File: src/rtl/fetch_unit.sv
// Nibble-serial instruction fetch: walks an 8-phase machine cycle, assembles one- and
// two-word instructions from ROM nibbles and presents them with a one-clock valid pulse.
module fetch_unit #(
   parameter logic [11:0] RESET_PC = 12'h000
) (
   input  logic        clk,
   input  logic        rst,
   input  logic        run,
   output logic [11:0] romAddr,
   output logic [2:0]  cycle,
   input  logic [3:0]  romNibble,
   input  logic        jumpValid,
   input  logic [11:0] jumpAddr,
   output logic        instrValid,
   output logic [7:0]  instrByte1,
   output logic [7:0]  instrByte2,
   output logic        twoWord,
   output logic [11:0] instrPc
);

   typedef enum logic {FETCH1, FETCH2} state_t;

   state_t      state_q;
   logic [2:0]  cycle_q;
   logic [11:0] pc_q;
   logic [3:0]  hiNibble_q;
   logic [7:0]  pendByte1_q;
   logic [11:0] pendPc_q;
   logic        pendTwo_q;
   logic        issued_q;
   logic        instrValid_q;
   logic [7:0]  instrByte1_q;
   logic [7:0]  instrByte2_q;
   logic        twoWord_q;
   logic [11:0] instrPc_q;

   logic [7:0]  curByte_d;
   logic        isTwoWord_d;
   logic [11:0] pcNext_d;

   always_comb begin
      curByte_d   = {hiNibble_q, romNibble};
      isTwoWord_d = (curByte_d[7:4] == 4'h1) || (curByte_d[7:4] == 4'h4) ||
                    (curByte_d[7:4] == 4'h5) || (curByte_d[7:4] == 4'h7) ||
                    ((curByte_d[7:4] == 4'h2) && !curByte_d[0]);
      // A jump is honoured only in the machine cycle that actually delivered an instruction
      pcNext_d    = (jumpValid && issued_q) ? jumpAddr : pc_q + 12'd1;
   end

   always_ff @(posedge clk or posedge rst) begin
      if (rst) begin
         state_q      <= FETCH1;
         cycle_q      <= 3'd0;
         pc_q         <= RESET_PC;
         hiNibble_q   <= 4'h0;
         pendByte1_q  <= 8'h00;
         pendPc_q     <= RESET_PC;
         pendTwo_q    <= 1'b0;
         issued_q     <= 1'b0;
         instrValid_q <= 1'b0;
         instrByte1_q <= 8'h00;
         instrByte2_q <= 8'h00;
         twoWord_q    <= 1'b0;
         instrPc_q    <= RESET_PC;
      end else if (run) begin
         cycle_q      <= cycle_q + 3'd1;
         instrValid_q <= 1'b0;
         case (cycle_q)
            3'd3: hiNibble_q <= romNibble;
            3'd4: begin
               if (state_q == FETCH2) begin
                  instrValid_q <= 1'b1;
                  issued_q     <= 1'b1;
                  instrByte1_q <= pendByte1_q;
                  instrByte2_q <= curByte_d;
                  twoWord_q    <= 1'b1;
                  instrPc_q    <= pendPc_q;
               end else if (isTwoWord_d) begin
                  // First word held privately so the visible outputs stay stable until issue
                  pendByte1_q <= curByte_d;
                  pendPc_q    <= pc_q;
                  pendTwo_q   <= 1'b1;
               end else begin
                  instrValid_q <= 1'b1;
                  issued_q     <= 1'b1;
                  instrByte1_q <= curByte_d;
                  instrByte2_q <= 8'h00;
                  twoWord_q    <= 1'b0;
                  instrPc_q    <= pc_q;
               end
            end
            3'd7: begin
               pc_q      <= pcNext_d;
               issued_q  <= 1'b0;
               pendTwo_q <= 1'b0;
               state_q   <= (state_q == FETCH1 && pendTwo_q) ? FETCH2 : FETCH1;
            end
            default: ;
         endcase
      end
   end

   assign romAddr    = pc_q;
   assign cycle      = cycle_q;
   assign instrValid = instrValid_q;
   assign instrByte1 = instrByte1_q;
   assign instrByte2 = instrByte2_q;
   assign twoWord    = twoWord_q;
   assign instrPc    = instrPc_q;

endmodule

File: config.mk
export PLATFORM = sky130hd
export DESIGN_NAME = fetch_unit
export DESIGN_NICKNAME = d
export VERILOG_FILES = /design/src/rtl/fetch_unit.sv
export SDC_FILE = /design/constraint.sdc
export NUM_CORES = 1
export LEC_CHECK = 0
export ABC_AREA = 0
export CORE_MARGIN = 8
export CORE_UTILIZATION = 50
export DETAILED_ROUTE_END_ITERATION = 10
export DONT_BUFFER_PORTS = 1
export PLACE_DENSITY = 0.68
export SLEW_MARGIN = 10
export SYNTH_ARGS = -nofsm -noshare
export SYNTH_HDL_FRONTEND = slang
export SYNTH_SLANG_ARGS = --single-unit
File: constraint.sdc
create_clock -name clk -period 3.6 [get_ports clk]
set_input_delay 0.36 -clock clk [delete_from_list [all_inputs] [get_ports clk]]
set_output_delay 0.36 -clock clk [all_outputs]
set_load 0.03 [all_outputs]
==> results.md <==
* Antenna diodes at 0
* WL final at 7.65 mm
* GRT Residual Overflow at 0
* Largest cells by area after synthesis: dfrtp_1 (54%), mux2_4 (8.5%), o21ai_0 (7.2%)
* Num Clock Sinks at 72
* CP max stage delay at 0.58 ns
* CTS clk-pin slew, worst paths at 0.07 ns
* Fmax at 0.396 GHz
* Fin util at 53.8%
* CTS Root Cell: clkbuf_8
* H-tree depth at 3
* Clock latency on the worst-skew pair at 0.35 ns
* CP top delay family: simple AND/OR/NAND/NOR gates
* Port buffer count at 0
* Die width at 97.9 um
* Cells along the critical path: or4b_1 -> a311oi_4 -> and4_4 -> mux2_4
* Ys async rst share at 100%
* Max Clock Skew at 0.0110 ns
* Post-Syn Area at 0.00335 mm^2
* Final period util at 70.1%
* FF-to-FF End: pendByte1_q[4]$_DFFE_PP0P_
* Worst VDD drop at 456 uV
* Final Hold Viols at 0
* YS warnings at 0
* WHS at 0.0424 ns
* First-pass GRT wire length at 12.4 mm
* Mean post-synth cell area at 11.7 um^2
* Fin. max-slew vios at 0
* Setup slack, reg-to-reg at 1.08 ns
* Worst-Margin Slew at 0.854 ns
* Ys flop type: dfrtp_1
* Initial drt markers at 79
* Yosys top cell area share at 53.8%
* Area growth, synth to finish at 6.72%
* Core Area at 0.00664 mm^2
* Worst reg2reg startpoint: hiNibble_q[0]$_DFFE_PP0P_
* Setup TNS at 0 ns
* Via count at 2,227
* Die Area at 0.00958 mm^2
* Worst setup path start: hiNibble_q[0]$_DFFE_PP0P_
* Yosys reg bits at 72
* ANT nets after route at 0
* WS Path Type: reg2reg
* Mapped Cells at 286
* Crit-path slowest cell: or4b_1
* Initial antenna violation count at 0
* Routability cong. at 0.737
* Num CTS Buffers at 9
* Setup violators final at 0
* Post-synth cell types at 36
* Cts repair resizes at 0
* EDFF count, synth at 0
* Worst-path fanout max at 20
* DRC errors left at 0
* Syn_nets at 311
* # fillers at 573
* RSZ-0062 raised after global routing: no
* Postcts setup bufs at 0
* Number of I/O pins at 65
* Vias in the first global route at 2,201
* Layout cells sized above 1 at 16.7%
* Area leader, netlist: dfrtp_1
* CTS tree: yes
* # nets final at 307
* Critical Path Source Type: flip-flop
* Final HPWL DP at 5.06 mm
* Leak pwr at 0.00161 uW
* Drt first pass iters at 4
* Hold buffers post-CTS at 0
* CTS Buffer Depth at 2
* Routed WL per cell at 20.8 um
* All-Layer GR Usage at 16.4%
* Starting Density at 50.4%
* Maxcap violations at 0
* Die height at 97.9 um
* HP Class: in2async
* Largest net degree at the start of global routing at 38
* Vias per cell at 6.07
* PwrDens at 989 mW/mm^2
* Worst Path Buf+Inv at 0
* Run status: completed
* Post-synthesis sequential area ratio at 53.8%
* CP Data Required Time at 3.83 ns
* Final min period at 2.52 ns
* Reg2Reg Depth at 4
* CP Data Arrival Time at 2.75 ns
* Crit end category: flip-flop
* Cell Rows at 30
* Slew headroom at 43.0%
==> layer usage <==
| layer | part of all wire [%] | global-route usage (%) |
|---|---|---|
| met3 | 6.0 | 4.91 |
| met5 | 0 | 0 |
| met4 | 2.7 | 8.99 |
| met2 | 44 | 24.1 |
| met1 | 47 | 21.0 |
==> registers in the layout, summed over array words and instances (netlist names) <==
signal,flops
instrByte2,8
instrValid,1
pendPc_q,12
instrPc,12
twoWord,1
state_q,1
cycle,3
instrByte1,8
pendByte1_q,8
hiNibble_q,4
pendTwo_q,1
romAddr,12
issued_q,1
==> cells by family (layout without fill, tap and decap cells) <==
kind of cell / count (synthesis) / in the layout / synth area share, %
compound gates: 89 / 89 / 16.5
flops: 72 / 72 / 53.8
mux: 46 / 46 / 16.7
simple gates: 45 / 45 / 6.76
buf+inv: 28 / 29 / 4.14
fa+ha+maj: 5 / 5 / 1.87
xor+xnor: 1 / 1 / 0.261
==> cells in the mapped netlist (2+ instances only) <==
| master | count |
|---|---|
| ha_1 | 5 |
| nor2_1 | 4 |
| a21oi_1 | 10 |
| o22ai_1 | 7 |
| nand4_1 | 2 |
| nor3_1 | 2 |
| buf_12 | 2 |
| a2bb2oi_1 | 7 |
| a22o_1 | 8 |
| nor2b_1 | 2 |
| nand2_1 | 17 |
| mux2i_1 | 23 |
| and2_1 | 2 |
| inv_1 | 8 |
| mux2_4 | 19 |
| nand3_1 | 9 |
| mux2_2 | 4 |
| o21ai_0 | 48 |
| clkbuf_1 | 17 |
| dfrtp_1 | 72 |
| and3_1 | 3 |
==> worst register-to-register path, delay by kind of cell (launching register included) <==
family | cells | cell delay [ns]
flip-flops | 1 | 0.44
multiplexers | 1 | 0.34
AO/OA/AOI/OAI | 1 | 0.48
AND/OR/NAND/NOR | 2 | 1.15
==> power breakdown <==
| group | total (uW) | leakage [uW] | internal (uW) | switching [uW] |
|---|---|---|---|---|
| clock | 642 | 0.000106 | 335 | 306 |
| sequential | 1920 | 0.000912 | 1140 | 776 |
| combinational | 978 | 0.000592 | 493 | 486 |
| total | 3540 | 0.00161 | 1970 | 1570 |
==> worst max-delay path by stage <==
stage / endpoint / cells after the start
2_1_floorplan: pendByte1_q[0]$_DFFE_PP0P_ / 5
3_3_place_gp: pendByte1_q[0]$_DFFE_PP0P_ / 4
3_5_place_dp: pendByte1_q[1]$_DFFE_PP0P_ / 4
4_1_cts: pendByte1_q[4]$_DFFE_PP0P_ / 4
5_1_grt: pendByte1_q[3]$_DFFE_PP0P_ / 4
6_report: pendByte1_q[4]$_DFFE_PP0P_ / 4
==> metrics by stage <==
| step | cell area [um^2] | worst slack [ns] | power (uW) | instances |
|---|---|---|---|---|
| CTS | 3580 | 1.07 | 3560 | 367 |
| finish | 3580 | 1.08 | 3540 | 367 |
| floorplan | 3350 | 1.37 | 2640 | 286 |
| global route | 3580 | 0.979 | 3740 | 367 |
| detailed placement | 3380 | 1.07 | 2920 | 351 |
| global placement | 3380 | 1.13 | 2870 | 351 |
==> cells in the final DEF (no fill, tap or decap), types with 8 or more instances in the layout <==
cell / count
nand3_1: 9
nand2_1: 17
mux2_4: 19
dfrtp_1: 72
a21oi_1: 10
mux2i_1: 23
a22o_1: 8
o21ai_0: 48
clkbuf_8: 10
==> area by class of cell <==
type / instances / area [um^2] / area share (%)
Sequential cell: 72 / 1800 / 50.4
Multi-Input combinational cell: 186 / 1410 / 39.4
Clock buffer: 10 / 138 / 3.85
Tap cell: 80 / 100 / 2.80
Clock inverter: 6 / 58.8 / 1.64
Timing Repair Buffer: 5 / 37.5 / 1.05
Inverter: 8 / 30.0 / 0.840
Note: power is estimated with default switching activity, not from simulation.
